===== src/rtl/seg_disp_ctrl.sv =====
// seg_disp_ctrl: shares a 6-digit segment display between background source A and priority source B,
// with hex-to-segment encoding, leading-zero blanking, decimal points and digit blink.
module seg_disp_ctrl #(
   parameter int HOLD_CYCLES  = 150_000_000,
   parameter int BLINK_CYCLES = 12_500_000,
   parameter bit RETRIGGER    = 1'b1
) (
   input  logic        clk,
   input  logic        rst,
   input  logic [23:0] a_digits,
   input  logic [5:0]  a_dp,
   input  logic [23:0] b_digits,
   input  logic [5:0]  b_dp,
   input  logic        b_valid,
   output logic        b_ready,
   input  logic        lz_blank,
   input  logic [5:0]  blink_mask,
   output logic        showing_b,
   output logic [7:0]  seg_data_0,
   output logic [7:0]  seg_data_1,
   output logic [7:0]  seg_data_2,
   output logic [7:0]  seg_data_3,
   output logic [7:0]  seg_data_4,
   output logic [7:0]  seg_data_5
);
   localparam int HW = HOLD_CYCLES > 1 ? $clog2(HOLD_CYCLES) : 1;
   localparam int BW = BLINK_CYCLES > 1 ? $clog2(BLINK_CYCLES) : 1;
   localparam logic [7:0] SEG [16] = '{8'hC0, 8'hF9, 8'hA4, 8'hB0, 8'h99, 8'h92, 8'h82, 8'hF8,
                                        8'h80, 8'h90, 8'h88, 8'h83, 8'hC6, 8'hA1, 8'h86, 8'h8E};
   typedef enum logic {SHOW_A, SHOW_B} state_t;
   state_t state, state_nxt;
   logic [HW-1:0] hold_cnt, hold_nxt;
   logic [BW-1:0] blink_cnt;
   logic blink_wrap, hidden, accept, all_zero;
   logic [23:0] b_q, src_d;
   logic [5:0] b_dp_q, src_p;
   logic [7:0] seg_q [6];
   logic [7:0] seg_nxt [6];
   assign b_ready = !rst && (state == SHOW_A || RETRIGGER);
   assign accept = b_valid && b_ready;
   assign blink_wrap = blink_cnt == BW'(BLINK_CYCLES - 1);
   always_ff @(posedge clk) begin
      if (rst) begin
         state <= SHOW_A;
         hold_cnt <= '0;
      end else begin
         state <= state_nxt;
         hold_cnt <= hold_nxt;
      end
   end
   // An accept always wins over hold expiry, so a retrigger restarts the full hold.
   always_comb begin
      state_nxt = state;
      hold_nxt = hold_cnt;
      if (accept) begin
         state_nxt = SHOW_B;
         hold_nxt = HW'(HOLD_CYCLES - 1);
      end else if (state == SHOW_B) begin
         state_nxt = hold_cnt == '0 ? SHOW_A : SHOW_B;
         hold_nxt = hold_cnt == '0 ? hold_cnt : hold_cnt - HW'(1);
      end
   end
   always_ff @(posedge clk) begin
      if (accept) begin
         b_q <= b_digits;
         b_dp_q <= b_dp;
      end
   end
   always_ff @(posedge clk) begin
      if (rst) begin
         blink_cnt <= '0;
         hidden <= 1'b0;
      end else begin
         blink_cnt <= blink_wrap ? '0 : blink_cnt + BW'(1);
         hidden <= hidden ^ blink_wrap;
      end
   end
   // Walk from the top digit down so all_zero means "this nibble and every higher one is 0".
   always_comb begin
      src_d = state == SHOW_B ? b_q : a_digits;
      src_p = state == SHOW_B ? b_dp_q : a_dp;
      all_zero = 1'b1;
      for (int i = 5; i >= 0; i--) begin
         all_zero = all_zero && src_d[4*i +: 4] == 4'h0;
         seg_nxt[i] = (hidden && blink_mask[i]) || (lz_blank && all_zero && i != 0) ? 8'hff
                      : {~src_p[i], SEG[src_d[4*i +: 4]][6:0]};
      end
   end
   always_ff @(posedge clk) begin
      if (rst) begin
         seg_q <= '{default: 8'hff};
         showing_b <= 1'b0;
      end else begin
         seg_q <= seg_nxt;
         showing_b <= state == SHOW_B;
      end
   end
   assign seg_data_0 = seg_q[0];
   assign seg_data_1 = seg_q[1];
   assign seg_data_2 = seg_q[2];
   assign seg_data_3 = seg_q[3];
   assign seg_data_4 = seg_q[4];
   assign seg_data_5 = seg_q[5];
endmodule


===== config.mk =====
export PLATFORM = sky130hd
export DESIGN_NAME = seg_disp_ctrl
export DESIGN_NICKNAME = d
export VERILOG_FILES = /design/src/rtl/seg_disp_ctrl.sv
export SDC_FILE = /design/constraint.sdc
export NUM_CORES = 1
export LEC_CHECK = 0
export CAP_MARGIN = 20
export CORE_ASPECT_RATIO = 1.4
export CORE_MARGIN = 1
export CORE_UTILIZATION = 60
export DETAILED_ROUTE_END_ITERATION = 16
export DONT_BUFFER_PORTS = 1
export MAX_ROUTING_LAYER = met4
export PLACE_DENSITY_LB_ADDON = 0.08
export SETUP_SLACK_MARGIN = 0.15
export SYNTH_ARGS = -nofsm -noshare
export SYNTH_HDL_FRONTEND = slang
export SYNTH_SLANG_ARGS = --single-unit

===== constraint.sdc =====
create_clock -name clk -period 3.5 [get_ports clk]
set_input_delay 0.7 -clock clk [delete_from_list [all_inputs] [get_ports clk]]
set_output_delay 0.7 -clock clk [all_outputs]
set_load 0.02 [all_outputs]

==> results.cfg, run 1 <==
[outcome]
status = finished clean

[sta]
setup_tns_ns = 0
hold_viol = 0
hold_ws_ns = 0.350
worst_slack_ns = 0.561
clock.fmax_mhz = 340
setup_violations = 0
timing.final.crit_share_pct = 84.0
worstMarginPinSlew_ns = 0.929
maxSlewHeadroom_pct = 37.9
rsz0062_at_grt = false
skew_ns = 0.00914
min_period_ns = 2.94
slew_violations = 0

[placement]
pre_cts_ws_ns = 0.642
place_congestion = 0.915
dp.cells = 767
hpwl_um = 9690
dpl_cell_area_um2 = 6590
port-buffer-count = 0

[floorplanning]
dieArea_um2 = 11200
start_util_pct = 62.0
ios = 120
chipHeight_um = 125
die_x_um = 89.6
rows = 44
core_um2 = 10400

[routing]
wl_um = 13800
first_pass_iters = 5
routedWlPerCell_um = 17.3
drt_iter0_drc = 236
drtAntennaViolNets = 0
route.vias.total = 4858
routed_via_density = 6.07
drc = 0

[cells_and_area]
final-instance-count-excl-fill = 800
nets = 753
drive_above_1_share_pct = 12.3
syn2layout_area_growth_pct = 10.9
stdcell_area_um2 = 7150

[cts]
cts_repair_resize_count = 0
cts_sinks = 133
post_cts_buffers = 0
cts_hold_buffers = 0
path_clk_slew_ns = 0.05
cts_root_buf = clkbuf_16
htreeDepth = 4
clock_latency_ns = 0.41
cts_tree = done
clock_path_buffers = 2
cts_buffers = 17

[synthesis]
syn-cell-area_um2 = 6450
syn_avg_cell_area_um2 = 10.0
synth_top_area_share_pct = 32.0
yosys.area.top_type = dfxtp_1
synth_edf_count = 30
synth_seq_cells = 133
synthTopCellsByArea = dfxtp_1 (32%), edfxtp_1 (14%), ha_1 (6.8%)
async_flop_share_pct = 0
yosys_warnings = 0
syn-num-nets = 748
ys_seq_area_share_pct = 46.0
ys_types = 57
synthCells = 643
synthFlopType = dfxtp_1

[grt]
grt_overflow_total = 0
grt_pass1_vias = 4927
grt_usage_pct = 27.0
antenna_found_initial = 1
grt_pass1_wl_um = 22700
grt_max_degree = 31

[setup_path]
cpLargestDelayFamily = compound AO/OA/AOI/OAI gates
cp-end-kind = flop
reg2reg_setup_slack_ns = 0.56
cp_cell_sequence = buf_12, mux2_2, inv_1, ha_1, nand2_1, nor4_1, a21oi_1, o311ai_0
start_kind = flop
crit_required_ns = 3.80
worstPathArrival_ns = 3.23
slowest_stage = dfxtp_2
cpPeakStageDelay_ns = 0.58
rr_endpoint = seg_data_1[2]
worst-path-buf-inv = 2
r2r_start = state
crit_type = flop to flop
worstPathMaxFanout = 21
startpoint = state
r2r_cells = 8

[pwr]
netSwitchingPower_mw = 1.03
clock_power_share_pct = 42.5
sw_frac_of_total_pct = 26.0
power_frac_seq_pct = 46.2
ir_drop_mv = 0.365
power_leakage_nw = 2.67
power.internal_mw = 2.92
powerDensity_nw_per_um2 = 551
comb_power_share_pct = 11.3

[hold_path]
min_to = state
worstHoldPathType = input pin to flop
hp-start = rst
holdPathStages = 1

[job]
drv_cap = 0
[routing by layer]
metal	routed length, um	GRT usage [%]
met1	5560	29.4
met2	7240	45.7
met3	774	7.89
met4	252	9.34
met5	0	-
[cells in the mapped netlist (all sizes together), types with 12 or more instances]
master and instances:
a21oi 33, clkbuf 15, dfxtp 103, edfxtp 30, ha 35, inv 23, mux2 20, mux2i 29
nand2 53, nand3 16, nor2 52, nor3 12, o21ai 23, o221ai 15, o31ai 16, or3 16
or4 14, xnor2 15, xor2 17
[area by class of cell]
class,instances,area (um2)
sequential,133,2960
inverter,23,86.3
multi-input combinational,462,3270
antenna,1,2.50
fill,780,3250
timing repair buffer,11,95.1
clock buffer,21,450
clock inverter,11,109
tap,138,173
[state kept, by name, indices dropped and copies added (netlist names)]
register and flops:
hold_cnt 28, b_q 24, blink_cnt 24, seg_data_0 8, seg_data_1 8, seg_data_2 8
seg_data_3 8, seg_data_4 8, seg_data_5 8, b_dp_q 6, hidden 1, showing_b 1
state 1
[per-stage QoR]
step | utilization [%] | power (mW)
CTS | 68.7 | 3.96
floorplan | - | 2.19
global route | 68.7 | 4.10
global placement | 63.3 | 2.27
detailed placement | 63.3 | 2.29
finish | 68.7 | 3.94
[cell usage in the layout, fill, tap and decap left out, types with 3 or more instances in the layout]
master	n
dfxtp_1	102
nand2_1	53
nor2_1	51
ha_1	35
a21oi_1	33
edfxtp_1	30
mux2i_1	29
inv_1	23
o21ai_0	21
mux2_2	20
xor2_1	17
clkbuf_16	17
nand3_1	16
o221ai_1	15
xnor2_1	15
o31ai_1	15
nor3_1	12
or3_1	12
o211ai_1	11
a31oi_1	11
nor4_1	10
buf_4	10
nand4_1	9
or4_1	8
or2_2	7
or4_2	5
a211oi_1	4
and3_1	4
and4_1	4
or3_2	4
o311ai_0	4
a221o_1	4
clkinv_1	4
nor2b_1	3
and2_1	3
nand2b_1	3
clkbuf_1	3
[cells by family after synthesis]
group / synth area share, %
fa+ha+maj: 6.79
mux: 8.35
buf+inv: 3.40
simple gates: 17.1
compound gates: 14.1
flops: 46.0
xor+xnor: 4.35
[power groups by stage]
stage,Sequential [mW],Clock [mW],Combinational (mW)
after floorplan,1.83,0,0.360
after global placement,1.85,0,0.420
after detailed placement,1.85,0,0.435
after CTS,1.82,1.69,0.441
after global routing,1.83,1.76,0.496
final,1.82,1.68,0.445
[worst max path at each step]
stage                               end  slack, ns  depth (start not counted)
after floorplan               b_dp_q[0]       0.65                          4
after global placement    seg_data_1[2]       0.74                          8
after detailed placement  seg_data_1[2]       0.64                          8
after CTS                 seg_data_1[2]       0.60                          8
after global routing      seg_data_1[2]       0.35                          8
final                     seg_data_1[2]       0.56                          8
No activity file was read; power rests on OpenSTA's default activity.
==> run 2: changes to the inputs <==
--- a/config.mk
+++ b/config.mk
@@ -8,7 +8,7 @@
 export CAP_MARGIN = 20
 export CORE_ASPECT_RATIO = 1.4
 export CORE_MARGIN = 1
-export CORE_UTILIZATION = 60
+export CORE_UTILIZATION = 57
 export DETAILED_ROUTE_END_ITERATION = 16
 export DONT_BUFFER_PORTS = 1
 export MAX_ROUTING_LAYER = met4
==> constraint.sdc (replaced) <==
create_clock -name clk -period 2.5 [get_ports clk]
set_input_delay 0.5 -clock clk [delete_from_list [all_inputs] [get_ports clk]]
set_output_delay 0.5 -clock clk [all_outputs]
set_load 0.02 [all_outputs]
==> run 2 against run 1 <==
Against the previous run: sequential cell count unchanged; global-route usage shrank 0.34 points; first-iteration DRC count shrank 6.8%; worst hold slack lost 0.17 ns; count of clock-buffer cells in the layout shrank 1; worst setup slack worse by 0.32 ns; critical path depth is 3 lower; design area up 2.7%; largest cell class unchanged.
==> results.cfg, run 2 (synthesis gave the netlist of run 1 again) <==
[routing]
met3_length_um = 713
wl_met1_um = 5880
drtAntennaViolNets = 0
wl_met2_um = 7720
route.top_layer_used = met4
routedWlPerCell_um = 18.1
routed_via_density = 6.13
wl_um = 14800
first_pass_iters = 4
drt_iter0_drc = 220
drc = 0
route.vias.total = 4999

[sta]
rsz0062_at_grt = true
setup_tns_ns = 0
maxSlewHeadroom_pct = 52.7
setup_violations = 0
hold_viol = 0
slew_violations = 0
skew_ns = 0.0100
clock.fmax_mhz = 443
min_period_ns = 2.26
worstMarginPinSlew_ns = 0.709
worst_slack_ns = 0.245
timing.final.crit_share_pct = 90.2

[cells_and_area]
final_common_cell = dfxtp_1
syn2layout_area_growth_pct = 13.9
seqCellArea_um2 = 2970
fill_cells = 884
final-instance-count-excl-fill = 815
nets = 764
drive_above_1_share_pct = 15.9
largest_register_ffs = 28
reg_top3 = hold_cnt: 28 flops, b_q: 24 flops, blink_cnt: 24 flops
multi_input_area_um2 = 3340
stdcell_area_um2 = 7340
layout_common_cells = dfxtp_1 (102), nand2_1 (52), nor2_1 (51)
regMostFlops = hold_cnt

[setup_path]
worstPathArrival_ns = 2.58
worstPathMaxFanout = 8
start_kind = flop
crit_type = flop to flop
cp-end-kind = flop
crit_required_ns = 2.82

[cts]
cts_buffers = 17
cts_root_buf = clkbuf_16
clock_latency_ns = 0.42
cts_tree = done
htreeDepth = 4
cts_sinks = 133
path_clk_slew_ns = 0.06
clock_path_buffers = 2

[hold_path]
worstHoldPathType = input pin to flop

[outcome]
status = finished clean

[placement]
pre_cts_ws_ns = 0.151
dp.cells = 780
port-buffer-count = 0
dpl_cell_area_um2 = 6730
hpwl_um = 10400
place_congestion = 0.900

[floorplanning]
core_um2 = 10900
ios = 120
chipHeight_um = 128
rows = 45
start_util_pct = 59.0
die_x_um = 91.9
dieArea_um2 = 11700

[pwr]
powerDensity_nw_per_um2 = 768
power_leakage_nw = 2.75
ir_drop_mv = 0.562
power.total_mw = 5.64

[grt]
antenna_found_initial = 2
grt_pass1_vias = 5006
grt_overflow_total = 0
grt_max_degree = 29
grt_usage_pct = 26.7
grt_pass1_wl_um = 23500

[job]
drv_cap = 0
## run 2: cell count changes in the layout (fill, tap and decap cells not counted), sizes merged
cell    before  now
buf         11   22
bufinv       2    3
clkbuf      21   20
diode        1    2
## run 2: final timing paths
| path | slack, ns | cells past startpoint | startpoint | endpoint |
|---|---|---|---|---|
| worst max-delay path | 0.24 | 5 | hold_cnt[14] | hold_cnt[1] |
| worst min-delay path | 0.18 | 0 | b_digits[15] | b_q[15] |
| worst max register to register | 0.24 | 5 | hold_cnt[14] | hold_cnt[1] |
| worst min register to register | 0.47 | 1 | blink_cnt[0] | blink_cnt[0] |
## run 2: final cells by class
type                            instances  share of cell area [%]
Multi-Input combinational cell        462                    45.5
Sequential cell                       133                    40.4
Clock buffer                           20                    5.95
Timing Repair Buffer                   22                    2.64
Tap cell                              141                    2.40
Clock inverter                         12                    1.86
Inverter                               23                    1.18
Antenna cell                            2                  0.0681
## run 2: critical path, stage by stage (launching register included)
cell and delay (ns):
dfxtp_1 0.34, or4_1 0.61, or3_4 0.43, o31a_1 0.35
and3_1 0.20, a311oi_1 0.23
## run 2: metal layers
| metal | vias up | track usage, % |
|---|---|---|
| li1 | 2422 | - |
| met1 | 2384 | 26.7 |
| met2 | 154 | 47.6 |
| met3 | 39 | 7.77 |
| met4 | 0 | 11.9 |
| met5 | - | - |
## run 2: power by group
group	leakage, nW	internal [mW]	switching [mW]
Clock	0.276	1.55	0.885
Sequential	1.13	2.35	0.190
Combinational	1.34	0.277	0.391
Total	2.75	4.18	1.47
## run 2: timing repair
action | in CTS | in global routing
setup endpoints to repair | 3 | 28
hold buffers | 0 | 0
setup buffers | 1 | 0
gates resized for setup | 0 | 9
pin swaps | 1 | 0
## run 2: metrics by stage
| stage | hold WS [ns] | util, % |
|---|---|---|
| after floorplan | 0.426 | - |
| after global placement | 0.448 | 61.6 |
| after detailed placement | 0.462 | 61.6 |
| after CTS | 0.145 | 66.9 |
| after global routing | 0.134 | 67.2 |
| final | 0.175 | 67.2 |
